`src/rtl/piece_move_scheduler.sv`:
```
// Game-step sequencer in front of the falling-piece center tracker.
// Turns the held keycode into one-cycle move requests (with left/right
// auto-repeat), generates gravity drop steps and runs the
// spawn/fall/lock/clear/game-over sequence.
//
// Ports:
//   Clk             in  1  system clock, posedge
//   reset_n         in  1  asynchronous active-low reset
//   start           in  1  level; rising edge starts a game (IDLE/OVER)
//   keycode         in  8  held keycode, 00 none, 04 L, 07 R, 1A rot,
//                          06 swap, 16 soft drop
//   can_shift_left  in  1  piece fits one column left
//   can_shift_right in  1  piece fits one column right
//   can_rotate      in  1  rotated piece fits
//   can_swap        in  1  hold/swap target fits
//   can_drop        in  1  piece fits one row lower
//   spawn_blocked   in  1  new piece overlaps board at spawn
//   clear_done      in  1  line clear finished (pulse)
//   state           out 3  000 hold, 001 drop, 010 spawn, 011 lock,
//                          100 clear, 111 over
//   move_key        out 8  accepted move keycode for one cycle, else 00
//   lock_pulse      out 1  piece written to board
//   swap_used       out 1  swap already used for the current piece
//   game_over       out 1  high while in OVER
module piece_move_scheduler #(
  parameter int DROP_PERIOD = 25_000_000,
  parameter int SOFT_PERIOD = 2_500_000,
  parameter int DAS_DELAY   = 8_000_000,
  parameter int ARR_PERIOD  = 2_000_000,
  parameter int LOCK_DELAY  = 25_000_000
) (
  input  logic       Clk,
  input  logic       reset_n,
  input  logic       start,
  input  logic [7:0] keycode,
  input  logic       can_shift_left,
  input  logic       can_shift_right,
  input  logic       can_rotate,
  input  logic       can_swap,
  input  logic       can_drop,
  input  logic       spawn_blocked,
  input  logic       clear_done,
  output logic [2:0] state,
  output logic [7:0] move_key,
  output logic       lock_pulse,
  output logic       swap_used,
  output logic       game_over
);

  function automatic int max2(input int a, input int b);
    return (a > b) ? a : b;
  endfunction

  localparam int MAXP = max2(
    max2(DROP_PERIOD, SOFT_PERIOD),
    max2(max2(DAS_DELAY, ARR_PERIOD), LOCK_DELAY));
  localparam int CW = $clog2(MAXP) + 1;

  typedef logic [CW-1:0] cnt_t;

  localparam cnt_t DROP_M1 = cnt_t'(DROP_PERIOD - 1);
  localparam cnt_t SOFT_M1 = cnt_t'(SOFT_PERIOD - 1);
  localparam cnt_t DAS_C   = cnt_t'(DAS_DELAY);
  localparam cnt_t ARR_M1  = cnt_t'(ARR_PERIOD - 1);
  localparam cnt_t LOCK_M1 = cnt_t'(LOCK_DELAY - 1);

  localparam logic [7:0] KEY_NONE = 8'h00;
  localparam logic [7:0] KEY_L    = 8'h04;
  localparam logic [7:0] KEY_R    = 8'h07;
  localparam logic [7:0] KEY_ROT  = 8'h1A;
  localparam logic [7:0] KEY_SWAP = 8'h06;
  localparam logic [7:0] KEY_SOFT = 8'h16;

  localparam logic [2:0] ST_HOLD  = 3'b000;
  localparam logic [2:0] ST_DROP  = 3'b001;
  localparam logic [2:0] ST_SPAWN = 3'b010;
  localparam logic [2:0] ST_LOCK  = 3'b011;
  localparam logic [2:0] ST_CLEAR = 3'b100;
  localparam logic [2:0] ST_OVER  = 3'b111;

  typedef enum logic [2:0] {
    S_IDLE,
    S_SPAWN,
    S_FALL,
    S_LOCK,
    S_CLEAR,
    S_OVER
  } fsm_t;

  function automatic cnt_t sat_inc(input cnt_t v);
    return (v == '1) ? v : v + cnt_t'(1);
  endfunction

  fsm_t       r_fsm;
  logic       r_start_d;
  logic [7:0] r_prev_key;
  cnt_t       r_grav;
  cnt_t       r_lock;
  cnt_t       r_das;
  cnt_t       r_arr;
  logic       r_pend;
  logic       r_swap;
  logic [2:0] r_state;
  logic [7:0] r_move;
  logic       r_lock_p;
  logic       r_over;

  fsm_t       w_fsm_nxt;
  cnt_t       w_grav_nxt;
  cnt_t       w_lock_nxt;
  cnt_t       w_das_nxt;
  cnt_t       w_arr_nxt;
  logic       w_pend_nxt;
  logic       w_swap_nxt;
  logic [2:0] w_state_nxt;
  logic       w_drop;
  logic       w_lock_fire;

  logic       w_start_rise;
  logic       w_active;
  logic       w_new_press;
  logic       w_is_shift;
  logic       w_held_shift;
  logic       w_repeat;
  logic       w_fits;
  logic       w_move;
  logic       w_swap_ok;
  logic       w_due;
  cnt_t       w_period_m1;

  assign w_start_rise = start & ~r_start_d;
  assign w_active     = (r_fsm == S_FALL) || (r_fsm == S_LOCK);
  assign w_new_press  = (keycode != r_prev_key) &&
                        (keycode != KEY_NONE);
  assign w_is_shift   = (keycode == KEY_L) || (keycode == KEY_R);
  assign w_held_shift = (keycode == r_prev_key) && w_is_shift;
  assign w_repeat     = w_held_shift && (r_das >= DAS_C) &&
                        (r_arr == '0);

  // Fit check per key; swap is only allowed once per piece.
  always_comb begin
    w_fits = 1'b0;
    unique case (1'b1)
      (keycode == KEY_L):    w_fits = can_shift_left;
      (keycode == KEY_R):    w_fits = can_shift_right;
      (keycode == KEY_ROT):  w_fits = can_rotate;
      (keycode == KEY_SWAP): w_fits = can_swap & ~r_swap;
      default:               w_fits = 1'b0;
    endcase
  end

  // Only fresh presses of any key, or repeats of shift keys, request.
  assign w_move    = w_active && (w_new_press || w_repeat) && w_fits;
  assign w_swap_ok = w_move && (keycode == KEY_SWAP);

  assign w_period_m1 = (keycode == KEY_SOFT) ? SOFT_M1 : DROP_M1;
  assign w_due       = r_pend || (r_grav >= w_period_m1);

  // DAS counts held cycles since the press; once it has elapsed the
  // ARR phase counter fires a repeat each time it wraps to zero.
  always_comb begin
    w_das_nxt = '0;
    w_arr_nxt = '0;
    if (r_fsm != S_SPAWN) begin
      if (w_new_press) begin
        w_das_nxt = cnt_t'(1);
      end else if (w_held_shift) begin
        w_das_nxt = (r_das < DAS_C) ? sat_inc(r_das) : r_das;
        if (r_das >= DAS_C) begin
          w_arr_nxt = (r_arr >= ARR_M1) ? '0 : sat_inc(r_arr);
        end
      end
    end
  end

  always_comb begin
    w_fsm_nxt   = r_fsm;
    w_grav_nxt  = r_grav;
    w_lock_nxt  = r_lock;
    w_pend_nxt  = r_pend;
    w_swap_nxt  = r_swap;
    w_drop      = 1'b0;
    w_lock_fire = 1'b0;

    unique case (r_fsm)
      S_IDLE: begin
        if (w_start_rise) begin
          w_fsm_nxt = S_SPAWN;
        end
      end
      S_SPAWN: begin
        w_grav_nxt = '0;
        w_lock_nxt = '0;
        w_pend_nxt = 1'b0;
        w_fsm_nxt  = spawn_blocked ? S_OVER : S_FALL;
      end
      S_FALL: begin
        if (w_due) begin
          w_grav_nxt = '0;
          if (w_move) begin
            // Move wins this cycle; the drop retries next cycle.
            w_pend_nxt = 1'b1;
          end else if (can_drop) begin
            w_drop     = 1'b1;
            w_pend_nxt = 1'b0;
          end else begin
            w_pend_nxt = 1'b0;
            w_lock_nxt = '0;
            w_fsm_nxt  = S_LOCK;
          end
        end else begin
          w_grav_nxt = sat_inc(r_grav);
        end
      end
      S_LOCK: begin
        if (can_drop) begin
          w_grav_nxt = '0;
          w_fsm_nxt  = S_FALL;
        end else if (r_lock >= LOCK_M1) begin
          w_lock_fire = 1'b1;
          w_swap_nxt  = 1'b0;
          w_fsm_nxt   = S_CLEAR;
        end else begin
          w_lock_nxt = sat_inc(r_lock);
        end
      end
      S_CLEAR: begin
        if (clear_done) begin
          w_fsm_nxt = S_SPAWN;
        end
      end
      S_OVER: begin
        if (w_start_rise) begin
          w_swap_nxt = 1'b0;
          w_fsm_nxt  = S_SPAWN;
        end
      end
      default: begin
        w_fsm_nxt = S_IDLE;
      end
    endcase

    // A swap recenters the piece, so gravity restarts from zero.
    if (w_swap_ok) begin
      w_grav_nxt = '0;
      if (!w_lock_fire) begin
        w_swap_nxt = 1'b1;
      end
    end
  end

  always_comb begin
    w_state_nxt = ST_HOLD;
    unique case (w_fsm_nxt)
      S_IDLE:  w_state_nxt = ST_HOLD;
      S_SPAWN: w_state_nxt = ST_SPAWN;
      S_FALL:  w_state_nxt = w_drop ? ST_DROP : ST_HOLD;
      S_LOCK:  w_state_nxt = ST_LOCK;
      S_CLEAR: w_state_nxt = ST_CLEAR;
      S_OVER:  w_state_nxt = ST_OVER;
      default: w_state_nxt = ST_HOLD;
    endcase
  end

  always_ff @(posedge Clk or negedge reset_n) begin
    if (!reset_n) begin
      r_fsm      <= S_IDLE;
      r_start_d  <= 1'b0;
      r_prev_key <= KEY_NONE;
      r_grav     <= '0;
      r_lock     <= '0;
      r_das      <= '0;
      r_arr      <= '0;
      r_pend     <= 1'b0;
      r_swap     <= 1'b0;
      r_state    <= ST_HOLD;
      r_move     <= KEY_NONE;
      r_lock_p   <= 1'b0;
      r_over     <= 1'b0;
    end else begin
      r_fsm      <= w_fsm_nxt;
      r_start_d  <= start;
      r_prev_key <= keycode;
      r_grav     <= w_grav_nxt;
      r_lock     <= w_lock_nxt;
      r_das      <= w_das_nxt;
      r_arr      <= w_arr_nxt;
      r_pend     <= w_pend_nxt;
      r_swap     <= w_swap_nxt;
      r_state    <= w_state_nxt;
      r_move     <= w_move ? keycode : KEY_NONE;
      r_lock_p   <= w_lock_fire;
      r_over     <= (w_fsm_nxt == S_OVER);
    end
  end

  assign state      = r_state;
  assign move_key   = r_move;
  assign lock_pulse = r_lock_p;
  assign swap_used  = r_swap;
  assign game_over  = r_over;

endmodule
```
`config.mk`:
```
export PLATFORM = sky130hd
export DESIGN_NAME = piece_move_scheduler
export DESIGN_NICKNAME = d
export VERILOG_FILES = /design/src/rtl/piece_move_scheduler.sv
export SDC_FILE = /design/constraint.sdc
export NUM_CORES = 1
export LEC_CHECK = 0
export CAP_MARGIN = 20
export CELL_PAD_IN_SITES_DETAIL_PLACEMENT = 2
export CELL_PAD_IN_SITES_GLOBAL_PLACEMENT = 2
export CORE_MARGIN = 8
export CORE_UTILIZATION = 38
export DETAILED_ROUTE_END_ITERATION = 8
export PLACE_DENSITY = 0.88
export SYNTH_ARGS = -nofsm -noshare
export SYNTH_HDL_FRONTEND = slang
export SYNTH_SLANG_ARGS = --single-unit
```
`constraint.sdc`:
```
create_clock -name Clk -period 3.5 [get_ports Clk]
set_input_delay 1.05 -clock Clk [delete_from_list [all_inputs] [get_ports Clk]]
set_output_delay 1.05 -clock Clk [all_outputs]
set_load 0.01 [all_outputs]
```
# Word-level counts from Yosys, hierarchy flattened
# Cells that the tools add are included.
# word_totals
ff_bits	131
inputBits	18
output_inout_bits	14
word_cells	134
# op_classes
addsub	4
n_lt_le_gt_ge	5
eq_ne	33
muxes	53
bitwise	4
n_reduce_logical	22
# ops
op	count
26-bit two-way mux	21
26-bit case mux with 3 select lines	2
26-bit by 1-bit adder with 26-bit output (second input constant)	4
26-bit == test (second input constant)	4
3-bit case mux with 5 select lines	2
26-bit by 21-bit greater-or-equal comparator with 1-bit output (second input constant)	1
26-bit by 23-bit greater-or-equal comparator with 1-bit output (second input constant)	1
26-bit by 25-bit greater-or-equal comparator with 1-bit output	1
26-bit by 25-bit greater-or-equal comparator with 1-bit output (second input constant)	1
26-bit logical NOT	1
26-bit by 23-bit < comparator with 1-bit output (second input constant)	1
25-bit two-way mux	1
8-bit by 3-bit == test with 1-bit output (second input constant)	3
3-bit two-way mux	8
8-bit by 5-bit == test with 1-bit output (second input constant)	2
1-bit two-way mux	15
3-bit by 2-bit == test with 1-bit output (second input constant)	4
3-bit == test (second input constant)	4
2-bit != test (second input constant)	6
8-bit == test	1
8-bit two-way mux	1
4-bit != test (second input constant)	2
8-bit != test	1
8-bit nonzero test	1
other kinds (19)	33

# Depth between registers and ports, before layout
# depth
depth_word	13
ltp_mapped	14

# Least setup slack after synthesis
# Ideal clock, no wire load.
# synth_path
path_kind	input to register
from	input keycode[0]
to	register r_grav[11]
setup_ps	69
arrival_ps	4040
setup_slack_ps	-609
path_stages	13
path_buffers	2
cell_sequence	buf_2 -> and4bb_2 -> nand2_4 -> ha_1 -> or4_1 -> a32oi_1 -> nor2b_1 -> a2111oi_4 -> a21oi_2 -> or3_1 -> buf_2 -> or4_1 -> nand3_1
# synth_via
elab_chain_cells	11
word_cells_on_any_way	28
cone_classes	1 x order compare; 9 x eq/ne; 5 x mux; 13 x reduce/logical
# synth_rtl
item	line	text
start: declaration	35	input logic [7:0] keycode,
parallel branches: the longest is 11 deep, another holds 26-bit by 25-bit greater-or-equal comparator with 1-bit output	-	
end signal: assignment	284	r_grav <= w_grav_nxt;
end: declaration	97	cnt_t r_grav;
# Several ways; the timed one is not identified.
# A chain may end at the register's enable or synchronous reset.

# Worst setup path in the final report
# layout_path
from	input keycode[7]
to	register r_lock[24]
# layout_via
elab_chain_cells	10
word_cells_on_any_way	23
cone_classes	1 x order compare; 9 x eq/ne; 2 x mux; 11 x reduce/logical
# layout_rtl
item	line	text
parallel branches: the longest is 9 deep, another holds 26-bit by 25-bit greater-or-equal comparator with 1-bit output	-	
7-bit AND reduction (no source line) (*)	-	
end signal: assignment	285	r_lock <= w_lock_nxt;
end: declaration	98	cnt_t r_lock;
# Every way passes the cells marked *.

==> results.toml <==
[yosys]
commonest_cells_post_synth = "dfrtp_1 (131), nor2_1 (100), nand2_1 (72), nand3_1 (43), o21ai_0 (38)"
synth_top_flop_cell = "dfrtp_1"
synthAdderAreaFrac_pct = 1.83
yosys_warnings = 0
post_synth_num_cell_types = 62
synthMuxAreaShare_pct = 0.806
synth_most_common_cell = "dfrtp_1"
postSynthRegisterBits = 131
post-synth-top-area-cell = "dfrtp_1"
syn_area_um2 = 6830
synth_enable_flop_cells = 0
post_synth.cell_area_avg_um2 = 9.10
yosys.area.top_type_share_pct = 48.0
yosys-top-cells-area = "dfrtp_1 (48%), nor2_1 (5.5%), nand2_1 (4.0%), xor2_1 (3.7%), nand3_1 (3.2%)"
synth_top_family_by_area = "simple AND/OR/NAND/NOR gates"
synth-xor-area-share_pct = 5.39
synth_seq_area_share_pct = 48.0
synthesized_area_fraction_occupied_by_ao_oa_aoi_and_oai_cells_pct = 14.9
synth_cells = 750
async_flop_share_pct = 100
simple_logic_cell_fraction_of_the_synthesized_area_pct = 26.1

[sta]
final.min_clock_period_ps = 3750
timing_worst_slew_pin_value_ps = 741
max_freq_mhz = 267
fin_worst_skew_ps = 30.8
fin_worst_hold_slack_ps = 531
drv_slew = 0
worst_slew_margin_rel_pct = 50.5
final_setup_slack_of_the_worst_path_ps = -246
setup_viol_count_final = 49
final_hold_violation_count = 0
grt_setup_unrepaired = "true"
timing.final.crit_share_pct = 107

[worst_setup_path]
critical_path.reg2reg.startpoint = "r_lock[0]"
critPathMostFrequentCell = "buf_4"
crit_path_start = "keycode[7]"
critPathLaunchType = "primary input"
endpoint_of_the_lowest_slack_register_to_register_path = "r_lock[22]"
worst_ep_arrival_time_ps = 4080
critical-path-max-stage-delay_ps = 490
timing.reg2reg.setup_slack_ps = 150
critical_path.cell_chain = "buf_2, buf_4, nor4_1, buf_4, nand3_1, a221oi_2, buf_4, nand2_1, a31oi_4, buf_12, buf_16, buf_6, nand4b_1, a21oi_1"
rr_worst_depth = 9
cpMaxStageDelayCell = "a221oi_2"
endpoint = "r_lock[24]"
critical_path_required_ps = 3830
setup.worst_path.end_class = "flip-flop"
highest_net_fanout_along_the_worst_path = 6
critical_path_class = "primary input to flip-flop"

[clock_network]
worstSkewPairLatency_ps = 460
cts_root_buffer = "clkbuf_16"
cts.htree.levels = 4
number_of_hold_buffers_added_after_cts = 0
clk_path_buf_depth = 2
cts_sinks = 131
clk_pin_slew_worst_paths_ps = 80
cts-buffers-inserted = 17
cts_tree = "yes"

[finish]
layout.filler_cells = 1837
layout.core_utilization_pct = 50.1
drive_gt1_share_pct = 20.6
flow.area_growth_from_synthesis_pct = 30.5
final_cell_count_no_fill = 1092
final_cell_area_um2 = 8910
design.final.nets = 875

[place]
place.port_buffers = 31
place_congestion = 0.844
dp.final_hpwl_um = 16400
placed_area_um2 = 7810
place.detailed.instances = 1038

[drt]
via_per_inst = 6.20
drtPass1Iterations = 5
ant_nets = 0
drt-wirelength-per-cell_um = 28.5
drt_iter0_markers = 447
route.vias.total = 6773
drt-total-wl_um = 31200
remaining_drc_errors = 0

[floorplanning]
die-width_um = 150
die_area_um2 = 22500
initial_core_util_pct = 38.4
placementRows = 49
die_y_um = 150
floorplan.io_pins = 32
standard_cell_core_area_um2 = 17800

[global_route]
antenna_violations_before_repair = 2
first_pass_grt_wire_length_um = 46300
grt_pass1_vias = 7513
largest_net_degree_at_the_start_of_global_routing = 88
globalRouteOverflowTotal = 0
grt.total_usage_pct = 27.3

[power]
vdd.ir_drop.worst_v = 0.000371
totalPowerFinal_mw = 4.96
power.density_nw_per_um2 = 556
power.leakage_nw = 3.74

[status]
outcome = "finished with violations"
violated_checks = "negative setup slack"

[flow_run]
max_cap_viol_count = 0

[worst_hold_path]
hp-class = "flip-flop to flip-flop"
## flip-flops by register name, indices dropped and copies added (netlist names), 3 cells and up
signal	cells
r_fsm	3
r_lock	26
r_grav	26
state	3
move_key	8
r_prev_key	8
r_arr	26
r_das	26
## metrics by stage
stage / setup slack, ps / setup TNS, ps
after global placement: -769 / -30550
final: -246 / -5880
after detailed placement: -1000 / -44990
after CTS: -54.3 / -465
after floorplan: -524 / -12480
after global routing: -281 / -8570
## critical path: cells and delay by family
kind	cells	cell delay, ps
compound gates	3	880
buf+inv	7	1130
simple gates	4	1020
## cell usage in the layout, fill, tap and decap left out, types with 5 or more instances in the layout
cell / count
or2_2: 5
nor4_1: 10
a21oi_1: 32
xor2_1: 29
o21ai_2: 5
nor2_2: 5
buf_6: 10
conb_1: 8
nand2_1: 69
ha_1: 9
inv_1: 21
a21oi_2: 6
nand3_1: 42
or3_1: 14
clkdlybuf4s50_1: 22
nor2_4: 5
xnor2_1: 13
nor2_1: 90
o31ai_1: 8
clkbuf_16: 18
nand4_1: 12
buf_4: 52
or4_1: 5
nor3_1: 16
dfrtp_1: 131
nor3_2: 6
a211o_1: 5
clkinvlp_4: 6
and3_1: 30
and2_1: 11
a21o_1: 7
nor2b_1: 6
a31oi_1: 6
o21ai_0: 30
## kinds of logic (layout without fill, tap and decap cells)
kind of cell               count (synthesis)  in the layout
adders and majority gates                 10             10
xor gates and xnor gates                  42             42
and+or+nand+nor                          358            358
DFF                                      131            131
buffers and inverters                     51            154
AOI/OAI and AO/OA                        152            152
other                                      1             11
muxes                                      5              5
## final cells by class
| class | count | area, um2 | area share (%) |
|---|---|---|---|
| diodes | 3 | 7.51 | 0.0842 |
| clock buffers | 17 | 425 | 4.77 |
| clock inverters | 15 | 150 | 1.68 |
| inverters | 21 | 78.8 | 0.884 |
| multi-input cells | 575 | 3710 | 41.6 |
| flip-flops and latches | 131 | 3280 | 36.8 |
| well taps | 229 | 287 | 3.21 |
| repair buffers | 101 | 977 | 11.0 |
## power breakdown
part	switching, mW	internal [mW]
Sequential	0.104	1.58
Clock	0.829	0.995
Combinational	0.828	0.620
## repair_timing
item                       CTS  global route
gates cloned                 2             2
resized for setup           71            44
pin swaps                   24            16
setup endpoints to repair   56            49
buffers inserted             8             7
## worst min-delay path by stage
stage / startpoint / endpoint / slack [ps] / depth (start not counted)
finish: r_das[24] / r_das[24] / 530 / 2
global route: r_das[22] / r_das[22] / 540 / 2
CTS: r_lock[20] / r_lock[20] / 530 / 1
detailed placement: r_das[22] / r_das[22] / 500 / 2
global placement: r_das[22] / r_das[22] / 480 / 2
floorplan: r_lock[20] / r_lock[20] / 460 / 1
## layer usage
metal / vias to the layer above / part of all wire, % / track usage [%]
met5: - / 0 / 0
met4: 0 / 5.1 / 13.5
met3: 118 / 4.4 / 4.54
li1: 2864 / - / -
met2: 248 / 50 / 47.6
met1: 3543 / 40 / 31.9
Power figures use the tool's default switching activity.
